### src/rtl/fetch_unit_if.sv
`default_nettype none
// ============================================================================
// Module      : fetch_unit_if
// Description : Bundles the instruction-memory bus, the redirect input and the
//               instruction-register handshake of the fetch stage.
//               master : the fetch unit (drives mem_req/mem_addr, ir_*)
//               slave  : the environment (memory, branch unit, decoder)
//               Signals:
//                 fetch_en    - permits new requests
//                 mem_req     - read request        mem_addr   - request address
//                 mem_gnt     - request accepted    mem_rvalid - read data valid
//                 mem_rdata   - read data
//                 redirect    - flush pulse         redirect_pc- restart address
//                 ir_valid    - head valid          ir_ready   - decoder accepts
//                 ir_data     - head instruction    ir_pc      - head address
// Revision    : 1.0 - initial release
// ============================================================================
interface fetch_unit_if #(
    parameter int ADDR_W = 32,
    parameter int DATA_W = 32
);
    logic              fetch_en;
    logic              mem_req;
    logic [ADDR_W-1:0] mem_addr;
    logic              mem_gnt;
    logic              mem_rvalid;
    logic [DATA_W-1:0] mem_rdata;
    logic              redirect;
    logic [ADDR_W-1:0] redirect_pc;
    logic              ir_valid;
    logic              ir_ready;
    logic [DATA_W-1:0] ir_data;
    logic [ADDR_W-1:0] ir_pc;

    modport master (
        input  fetch_en,
        output mem_req,
        output mem_addr,
        input  mem_gnt,
        input  mem_rvalid,
        input  mem_rdata,
        input  redirect,
        input  redirect_pc,
        output ir_valid,
        input  ir_ready,
        output ir_data,
        output ir_pc
    );

    modport slave (
        output fetch_en,
        input  mem_req,
        input  mem_addr,
        output mem_gnt,
        output mem_rvalid,
        output mem_rdata,
        output redirect,
        output redirect_pc,
        input  ir_valid,
        output ir_ready,
        input  ir_data,
        input  ir_pc
    );
endinterface
`default_nettype wire

### src/rtl/fetch_unit.sv
`default_nettype none
// ============================================================================
// Module      : fetch_unit
// Description : Instruction-fetch stage. Issues sequential fetch requests,
//               keeps at most DEPTH requests-or-buffered-words in the system
//               (credit scheme), and queues returned words with their PC in a
//               prefetch FIFO. A one-cycle redirect flushes the FIFO and
//               discards responses of requests issued before it.
//               Ports:
//                 clk   - clock, all state updates on posedge
//                 rst_n - asynchronous active-low reset
//                 bus   - fetch_unit_if.master (memory bus, redirect, IR side)
// Revision    : 1.0 - initial release
// ============================================================================
module fetch_unit #(
    parameter int                ADDR_W   = 32,
    parameter int                DATA_W   = 32,
    parameter int                DEPTH    = 4,
    parameter int                PC_STEP  = 4,
    parameter logic [ADDR_W-1:0] RESET_PC = ADDR_W'(32'h0000_0004)
) (
    input  wire logic        clk,
    input  wire logic        rst_n,
    fetch_unit_if.master     bus
);

    localparam int PTR_W = $clog2(DEPTH);
    localparam int CNT_W = PTR_W + 1;     // holds 0..DEPTH
    localparam int SUM_W = CNT_W + 1;     // holds count + infl without overflow

    localparam logic [ADDR_W-1:0] c_pc_step = ADDR_W'(PC_STEP);
    localparam logic [CNT_W-1:0]  c_depth   = CNT_W'(DEPTH);
    localparam logic [SUM_W-1:0]  c_credits = SUM_W'(DEPTH);

    // ------------------------------------------------------------------------
    // State
    // ------------------------------------------------------------------------
    logic [ADDR_W-1:0] r_fetch_pc;   // next address to request
    logic [ADDR_W-1:0] r_rsp_pc;     // address of the next accepted response
    logic [CNT_W-1:0]  r_count;      // FIFO occupancy
    logic [CNT_W-1:0]  r_infl;       // granted, not yet returned
    logic [CNT_W-1:0]  r_drop_cnt;   // stale responses still to be discarded
    logic [PTR_W-1:0]  r_wr_ptr;
    logic [PTR_W-1:0]  r_rd_ptr;
    logic [DATA_W-1:0] r_fifo_data [DEPTH];
    logic [ADDR_W-1:0] r_fifo_pc   [DEPTH];

    // ------------------------------------------------------------------------
    // Combinational control
    // ------------------------------------------------------------------------
    logic w_credit_ok;
    logic w_mem_req;
    logic w_grant;
    logic w_rsp;
    logic w_discard;
    logic w_push;
    logic w_ir_valid;
    logic w_pop;

    // Buffered words and outstanding requests share the same DEPTH credits,
    // so every response is guaranteed a FIFO slot on arrival.
    assign w_credit_ok = ({1'b0, r_count} + {1'b0, r_infl}) < c_credits;

    // rst_n gates the request so it is low for the whole reset interval,
    // not just after the first clock edge.
    assign w_mem_req  = rst_n & bus.fetch_en & ~bus.redirect & w_credit_ok;
    assign w_grant    = w_mem_req & bus.mem_gnt;
    assign w_rsp      = bus.mem_rvalid;

    // A response is stale if it belongs to a request issued before a previous
    // redirect (drop_cnt) or if it lands in the redirect cycle itself.
    assign w_discard  = w_rsp & ((r_drop_cnt != '0) | bus.redirect);
    assign w_push     = w_rsp & ~w_discard;

    assign w_ir_valid = (r_count != '0);
    assign w_pop      = w_ir_valid & bus.ir_ready & ~bus.redirect;

    // ------------------------------------------------------------------------
    // Control state
    // ------------------------------------------------------------------------
    always_ff @(posedge clk or negedge rst_n) begin
        if (!rst_n) begin
            r_fetch_pc <= RESET_PC;
            r_rsp_pc   <= RESET_PC;
            r_count    <= '0;
            r_infl     <= '0;
            r_drop_cnt <= '0;
            r_wr_ptr   <= '0;
            r_rd_ptr   <= '0;
        end else begin
            // No grant is possible during redirect, so this single update
            // covers both the normal and the redirect cycle.
            r_infl <= r_infl + CNT_W'(w_grant) - CNT_W'(w_rsp);

            if (bus.redirect) begin
                r_fetch_pc <= bus.redirect_pc;
                r_rsp_pc   <= bus.redirect_pc;
                r_count    <= '0;
                r_wr_ptr   <= '0;
                r_rd_ptr   <= '0;
                // Every request still outstanding after this cycle is stale;
                // the one returning now is already discarded above.
                r_drop_cnt <= r_infl - CNT_W'(w_rsp);
            end else begin
                if (w_grant) begin
                    r_fetch_pc <= r_fetch_pc + c_pc_step;
                end
                if (w_push) begin
                    r_rsp_pc <= r_rsp_pc + c_pc_step;
                    r_wr_ptr <= r_wr_ptr + PTR_W'(1);
                end
                if (w_pop) begin
                    r_rd_ptr <= r_rd_ptr + PTR_W'(1);
                end
                if (w_push && !w_pop) begin
                    r_count <= r_count + CNT_W'(1);
                end else if (!w_push && w_pop) begin
                    r_count <= r_count - CNT_W'(1);
                end
                if (w_rsp && (r_drop_cnt != '0)) begin
                    r_drop_cnt <= r_drop_cnt - CNT_W'(1);
                end
            end
        end
    end

    // FIFO storage needs no reset: outputs are gated by the occupancy count.
    always_ff @(posedge clk) begin
        if (w_push) begin
            r_fifo_data[r_wr_ptr] <= bus.mem_rdata;
            r_fifo_pc[r_wr_ptr]   <= r_rsp_pc;
        end
    end

    // ------------------------------------------------------------------------
    // Outputs
    // ------------------------------------------------------------------------
    assign bus.mem_req  = w_mem_req;
    assign bus.mem_addr = r_fetch_pc;
    assign bus.ir_valid = w_ir_valid;
    assign bus.ir_data  = w_ir_valid ? r_fifo_data[r_rd_ptr] : '0;
    // When empty, ir_pc shows the address the next instruction will carry
    // (RESET_PC straight out of reset).
    assign bus.ir_pc    = w_ir_valid ? r_fifo_pc[r_rd_ptr] : r_rsp_pc;

    // ------------------------------------------------------------------------
    // Protocol checks
    // ------------------------------------------------------------------------
`ifndef SYNTHESIS
    a_no_overflow : assert property (@(posedge clk) disable iff (!rst_n)
        !(w_push && (r_count == c_depth)));
    a_rsp_expected : assert property (@(posedge clk) disable iff (!rst_n)
        !(w_rsp && (r_infl == '0)));
`endif

endmodule
`default_nettype wire

### src/flat_wrapper.sv
// flat-port wrapper written by rule: the top's interface ports become plain ports
module fetch_unit_flat 
#(
    parameter int                ADDR_W   = 32,
    parameter int                DATA_W   = 32,
    parameter int                DEPTH    = 4,
    parameter int                PC_STEP  = 4,
    parameter logic [ADDR_W-1:0] RESET_PC = ADDR_W'(32'h0000_0004)
)
  (clk, rst_n, bus_fetch_en, bus_mem_req, bus_mem_addr, bus_mem_gnt, bus_mem_rvalid, bus_mem_rdata, bus_redirect, bus_redirect_pc, bus_ir_valid, bus_ir_ready, bus_ir_data, bus_ir_pc);
  fetch_unit_if #(.ADDR_W(ADDR_W), .DATA_W(DATA_W)) bus_i ();
  input  wire logic clk;
  input  wire logic rst_n;
  input wire logic [$bits(bus_i.fetch_en)-1:0] bus_fetch_en;
  output wire logic [$bits(bus_i.mem_req)-1:0] bus_mem_req;
  output wire logic [$bits(bus_i.mem_addr)-1:0] bus_mem_addr;
  input wire logic [$bits(bus_i.mem_gnt)-1:0] bus_mem_gnt;
  input wire logic [$bits(bus_i.mem_rvalid)-1:0] bus_mem_rvalid;
  input wire logic [$bits(bus_i.mem_rdata)-1:0] bus_mem_rdata;
  input wire logic [$bits(bus_i.redirect)-1:0] bus_redirect;
  input wire logic [$bits(bus_i.redirect_pc)-1:0] bus_redirect_pc;
  output wire logic [$bits(bus_i.ir_valid)-1:0] bus_ir_valid;
  input wire logic [$bits(bus_i.ir_ready)-1:0] bus_ir_ready;
  output wire logic [$bits(bus_i.ir_data)-1:0] bus_ir_data;
  output wire logic [$bits(bus_i.ir_pc)-1:0] bus_ir_pc;
  assign bus_i.fetch_en = bus_fetch_en;
  assign bus_mem_req = bus_i.mem_req;
  assign bus_mem_addr = bus_i.mem_addr;
  assign bus_i.mem_gnt = bus_mem_gnt;
  assign bus_i.mem_rvalid = bus_mem_rvalid;
  assign bus_i.mem_rdata = bus_mem_rdata;
  assign bus_i.redirect = bus_redirect;
  assign bus_i.redirect_pc = bus_redirect_pc;
  assign bus_ir_valid = bus_i.ir_valid;
  assign bus_i.ir_ready = bus_ir_ready;
  assign bus_ir_data = bus_i.ir_data;
  assign bus_ir_pc = bus_i.ir_pc;
  fetch_unit #(.ADDR_W(ADDR_W), .DATA_W(DATA_W), .DEPTH(DEPTH), .PC_STEP(PC_STEP), .RESET_PC(RESET_PC)) u_core (.clk(clk), .rst_n(rst_n), .bus(bus_i));
endmodule
### config.mk
export PLATFORM = sky130hd
export DESIGN_NAME = fetch_unit_flat
export DESIGN_NICKNAME = d
export VERILOG_FILES = /design/src/rtl/fetch_unit_if.sv /design/src/rtl/fetch_unit.sv /design/src/flat_wrapper.sv
export SDC_FILE = /design/constraint.sdc
export NUM_CORES = 1
export LEC_CHECK = 0
export ABC_AREA = 1
export CAP_MARGIN = 5
export CORE_UTILIZATION = 30
export DETAILED_ROUTE_END_ITERATION = 10
export PLACE_DENSITY = 0.47
export SLEW_MARGIN = 20
export SYNTH_ARGS = -nofsm -noshare
export SYNTH_HDL_FRONTEND = slang
export SYNTH_SLANG_ARGS = --single-unit
### constraint.sdc
create_clock -name clk -period 4.25 [get_ports clk]
set_input_delay 0.85 -clock clk [delete_from_list [all_inputs] [get_ports clk]]
set_output_delay 0.85 -clock clk [all_outputs]
set_load 0.05 [all_outputs]
* Yosys cells after proc, flatten, opt, wreduce, memory -nomap -nowiden *
Memory sizes are Yosys's and may differ from the RTL's.
Cells that the tools add are included.

cells by class
  $add $sub $neg = 11
  $mul = 0
  div/mod/pow operators = 0
  $lt $le $gt $ge = 1
  equality and inequality tests = 0
  shifts and indexed selects = 0
  multiplexer cells = 17
  bitwise operators = 11
  reductions and logical operators = 12

operators with widths
  cell                   number
  $mux 32                6
  $add 32x3->32 const B  2
  $mux 3                 5
  $reduce_bool 3->1      3
  $and 1x1->1            8
  $mux 2                 4
  $reduce_bool 2->1      4
  $sub 3x1->3            2
  $sub 3x1->3 const B    2
  $add 2x1->2 const B    2
  $add 3x3->4            1
  $lt 4x3->1 const B     1
  $add 3x1->3            1
  $add 3x1->3 const B    1
  $logic_and 1x1->1      3
  $logic_not 1->1        2
  $mux 1                 2
  $not 1->1              2
  $or 1x1->1             1

storage, ports and cells
  register bits after elaboration = 77
  latch bits = 0
  bits in writable memories = 256
  ROM bits = 0
  input port bits = 71
  output and inout port bits = 98
  logic and storage cells = 61
  memories kept = 2

memories
  name                words  bits a word  read ports  clocked after memory_dff  write ports  RTL line          RTL
  u_core.r_fifo_data  4      32           1           0                         1            fetch_unit.sv:45  logic [DATA_W-1:0] r_fifo_data [DEPTH];
  u_core.r_fifo_pc    4      32           1           0                         1            fetch_unit.sv:46  logic [ADDR_W-1:0] r_fifo_pc [DEPTH];

* Depth between registers and ports, before layout *
  depth after elaboration = 10
  depth in mapped cells = 11

* Worst setup path before layout *
No wires, ideal clock.

  kind = input -> register
  start point = in bus_mem_rvalid
  end point = mem u_core.r_fifo_data[0][0], enable pin
  arrival = 3,908 ps
  required time = 3,764 ps
  path slack = -144 ps
  cell stages on the path = 4
  path buffers = 0
  path through = nand3_2 nor2_2 inv_2 nor2_1

between the ends
  word-level cells in the longest chain between the ends = 5

RTL lines
  item                              RTL line            RTL
  start: declaration                flat_wrapper.sv:18  input wire logic [$bits(bus_i.mem_rvalid)-1:0] bus_mem_rvalid;
  $and 1x1->1                       fetch_unit.sv:72    assign w_discard = w_rsp & ((r_drop_cnt != '0) | bus.redirect);
  $not 1->1                         fetch_unit.sv:73    assign w_push = w_rsp & ~w_discard;
  $and 1x1->1 (*)                   fetch_unit.sv:73
  $mux 1 (*)                        fetch_unit.sv:129   if (w_push) begin
  $mux 1 (not written as such) (*)  fetch_unit.sv:130   r_fifo_data[r_wr_ptr] <= bus.mem_rdata;
  end: declaration                  fetch_unit.sv:45

Every way passes the cells marked *; elsewhere a longest branch is shown, timed or not.

* Worst setup path after layout *
  start point = reg u_core.r_rd_ptr[0]
  end point = out bus_ir_pc[11]

between the ends
  word-level cells in the longest chain between the ends = 2

RTL lines
  item                      RTL line            RTL
  start: declaration        fetch_unit.sv:44    logic [PTR_W-1:0] r_rd_ptr;
  start signal: assignment  fetch_unit.sv:113   r_rd_ptr <= r_rd_ptr + PTR_W'(1);
  $mem_v2 4x32              --
  $mux 32                   fetch_unit.sv:144   assign bus.ir_pc = w_ir_valid ? r_fifo_pc[r_rd_ptr] : r_rsp_pc;
  end: declaration          flat_wrapper.sv:25  output wire logic [$bits(bus_i.ir_pc)-1:0] bus_ir_pc;

Every way passes these cells.

==> metrics.md <==
| Metric | Value |
|---|---|
| Grt total ovfl | `0` |
| WL final | `44400 um` |
| Post-Route Utilization | `38.1%` |
| Critical Path End Type | `output port` |
| Max H-tree Level | `2` |
| Sw frac | `39.8%` |
| # rows | `82` |
| RSZ-0062 raised after global routing | `no` |
| Core ar. | `0.0502 mm^2` |
| LEAKAGE | `7.08 nW` |
| Internal power | `7.17 mW` |
| Routed len/inst | `18.2 um` |
| Die Y | `228 um` |
| YS warnings | `0` |
| Final Setup Violations | `0` |
| Area grow syn2layout | `24.9%` |
| IO Count | `169` |
| Clock power share | `29.0%` |
| Full die area | `0.0519 mm^2` |
| Worst-margin pin slew | `0.755 ns` |
| Worst flop-to-flop path startpoint | `u_core.r_count[2]` |
| DP HPWL | `28500 um` |
| Routed Antenna Nets | `0` |
| Post-route DRC violation count | `0` |
| Top cell type's share of synthesized area | `50.3%` |
| Cell area after synthesis | `0.0153 mm^2` |
| Clock Sinks | `333` |
| # resized after CTS | `0` |
| Post-CTS Hold Buffers | `0` |
| Root Buffer | `clkbuf_16` |
| Number of global-route vias before repair | `11315` |
| Comb pwr share | `37.4%` |
| Fin crit share | `91.8%` |
| Slew Limit Fails | `0` |
| Final Hold Viols | `0` |
| GR Util All Layers | `17.1%` |
| Layout cells sized above 1 | `8.86%` |
| Placer Congestion | `0.819` |
| Clock latency on the worst-skew pair | `0.55 ns` |
| Crit Path Max Fanout | `35` |
| Antenna violations before repair | `1` |
| Clock Skews | `0.0172 ns` |
| Total power draw | `11.9 mW` |
| CTS Buf Count | `39` |
| Pin count of the biggest net entering global routing | `130` |
| Max rail drop VDD | `0.282 mV` |
| Synth area leaders | `edfxtp_1 50%, dfrtp_1 12%, nand2_1 8.0%, nor2_1 6.7%, o21ai_0 5.1%` |
| Startpoint Class | `flip-flop` |
| Post-CTS setup buffer count | `0` |
| Starting DRT DRC Count | `604` |
| Pre-antenna DRT Iters | `7` |
| Reg2reg setup slack | `1.89 ns` |
| CP arrival | `3.05 ns` |
| Synth Register Bits | `333` |
| CTS tree | `built` |
| Design area | `0.0191 mm^2` |
| Status | `complete, no violations` |
| Post-layout net count | `1818` |
| Crit Path Class | `reg -> out` |
| Initial Util | `30.5%` |
| Sequential area share after synthesis | `62.9%` |
| Area leader, netlist | `edfxtp_1` |
| Reg2reg end | `u_core.r_count[2]` |
| Register share of total power | `33.6%` |
| Vias | `11482` |
| Crit path to | `bus_ir_pc[11]` |
| Cell Area, Placed | `0.0178 mm^2` |
| Slew margin rel. | `49.6%` |
| Die X | `228 um` |
| Count of different cell masters after synthesis | `38` |
| First-pass GRT wire length | `68200 um` |
| Hold Crit Class | `in -> async` |
| Average size of a mapped cell | `9.79 um^2` |
| Switching Power | `4.74 mW` |
| Clk slew on worst S/H paths | `0.06 ns` |
| Vias/cell | `4.72` |
| R2R depth | `11` |
| Synth Instances | `1562` |
| Pwr dens | `624 mW/mm^2` |
| Fmax | `0.256 GHz` |
| Longest Clk Path Bufs | `3` |
| MaxCap Viol Count | `0` |
| Critical Path Start | `u_core.r_rd_ptr[0]` |
| Min cycle time layout | `3.90 ns` |
| Syn_nets | `1649` |
| Port Buffers | `168` |
| Worst EP required | `3.40 ns` |
-- routing by layer --
| layer | routed length, um | up-vias | track usage [%] |
|---|---|---|---|
| li1 | - | 5649 | - |
| met1 | 21000 | 5514 | 23.9 |
| met2 | 20000 | 264 | 26.5 |
| met3 | 2510 | 55 | 3.76 |
| met4 | 911 | 0 | 4.65 |
| met5 | 0 | - | 0 |
-- power groups by stage --
stage	clock network, mW	registers, mW	logic [mW]
detailed placement	0	4.07	4.50
finish	3.45	4.01	4.45
floorplan	0	4.13	2.80
global route	3.66	4.04	4.80
CTS	3.54	4.01	4.52
global placement	0	4.07	4.48
-- stage by stage --
step | hold slack (ns) | TNS, ns | setup slack [ns] | cells
finish | 0.214 | 0 | 0.349 | 2434
global route | 0.220 | 0 | 0.133 | 2433
CTS | 0.206 | 0 | 0.306 | 2433
detailed placement | 0.472 | 0 | 0.899 | 2362
global placement | 0.464 | 0 | 0.888 | 2362
floorplan | 0.469 | -36.78 | -0.144 | 1562
-- synthesized netlist by cell type --
library cell	count
nand2_1	324
nor2_1	272
edfxtp_1	256
o21ai_0	155
nand3_1	94
dfrtp_1	75
inv_1	75
a21oi_1	38
o21ai_1	35
o22ai_1	31
clkbuf_1	28
buf_2	22
nor2_2	17
clkinv_1	15
ha_1	14
xor2_1	14
buf_1	11
inv_2	11
nand3b_1	11
xnor2_1	11
nand4_1	10
buf_4	7
o211ai_1	5
a31oi_1	4
nand2_2	4
nor2_4	4
o221ai_1	3
a22oi_1	2
dfstp_2	2
fa_1	2
nand3_2	2
nor3_1	2
and2_1	1
clkbuf_2	1
nand3_4	1
nor3_2	1
o31ai_1	1
or2_2	1
-- final cells by class --
type                    count  area [um^2]
well taps                 672          841
clock buffers              54         1060
repair buffers            197         1940
flip-flops and latches    333         9620
inverters                 101          380
clock inverters            17          243
diodes                      1         2.50
multi-input cells        1059         5010
fillers                  4976        31100
-- worst max-delay path, cell delays in order (launching register included) --
cell and delay, ns:
dfrtp_4 0.49, clkinv_2 0.41, buf_4 0.36, nor2_1 0.07, o22ai_1 0.17, nand2_1 0.06
nand2_1 0.08, clkdlybuf4s50_1 0.84
-- kinds of logic (layout without fill, tap and decap cells) --
logic type      count (synthesis)  in the layout  share of synthesized area (%)
simple gates                  744            744                           20.3
flops                         333            333                           62.9
compound gates                274            274                           9.46
buf+inv                       170            369                           4.53
xor+xnor                       25             25                           1.43
fa+ha+maj                      16             16                           1.41
other cells                     0              1                              0
-- registers in the layout, summed over array words and instances (netlist names) --
signal,count
u_core.r_fifo_data,128
u_core.r_fifo_pc,128
u_core.bus.mem_addr,32
u_core.r_rsp_pc,32
u_core.r_count,3
u_core.r_drop_cnt,3
u_core.r_infl,3
u_core.r_rd_ptr,2
u_core.r_wr_ptr,2
-- worst min path at each step --
stage,depth (start not counted),end,slack [ns],start
global placement,2,u_core.bus.mem_addr[0],0.46,u_core.bus.mem_addr[0]
finish,1,u_core.bus.mem_addr[29],0.21,rst_n
floorplan,1,u_core.r_infl[2],0.47,u_core.r_infl[1]
CTS,1,u_core.bus.mem_addr[29],0.21,rst_n
global route,1,u_core.bus.mem_addr[29],0.22,rst_n
detailed placement,2,u_core.bus.mem_addr[0],0.47,u_core.bus.mem_addr[0]
-- cells in the final DEF, fill, tap and decap left out, types with 4 or more instances in the layout --
cell             count
nor2_1             268
clkbuf_16           39
nand3_1             94
clkinv_1            18
o22ai_1             31
nor2_4               8
nor2_2              17
inv_1               74
nand3b_1            11
buf_4               42
nand4_1             10
clkbuf_1            12
edfxtp_1           256
inv_2               11
nand2_1            323
o21ai_1             35
xor2_1              14
a21oi_1             38
xnor2_1             11
clkinv_2             6
dfrtp_1             73
ha_1                14
o211ai_1             5
o21ai_0            155
nand2_2              5
buf_12               7
a31oi_1              4
bufinv_16            6
clkdlybuf4s50_1    148
(Power assumes the default switching activity.)
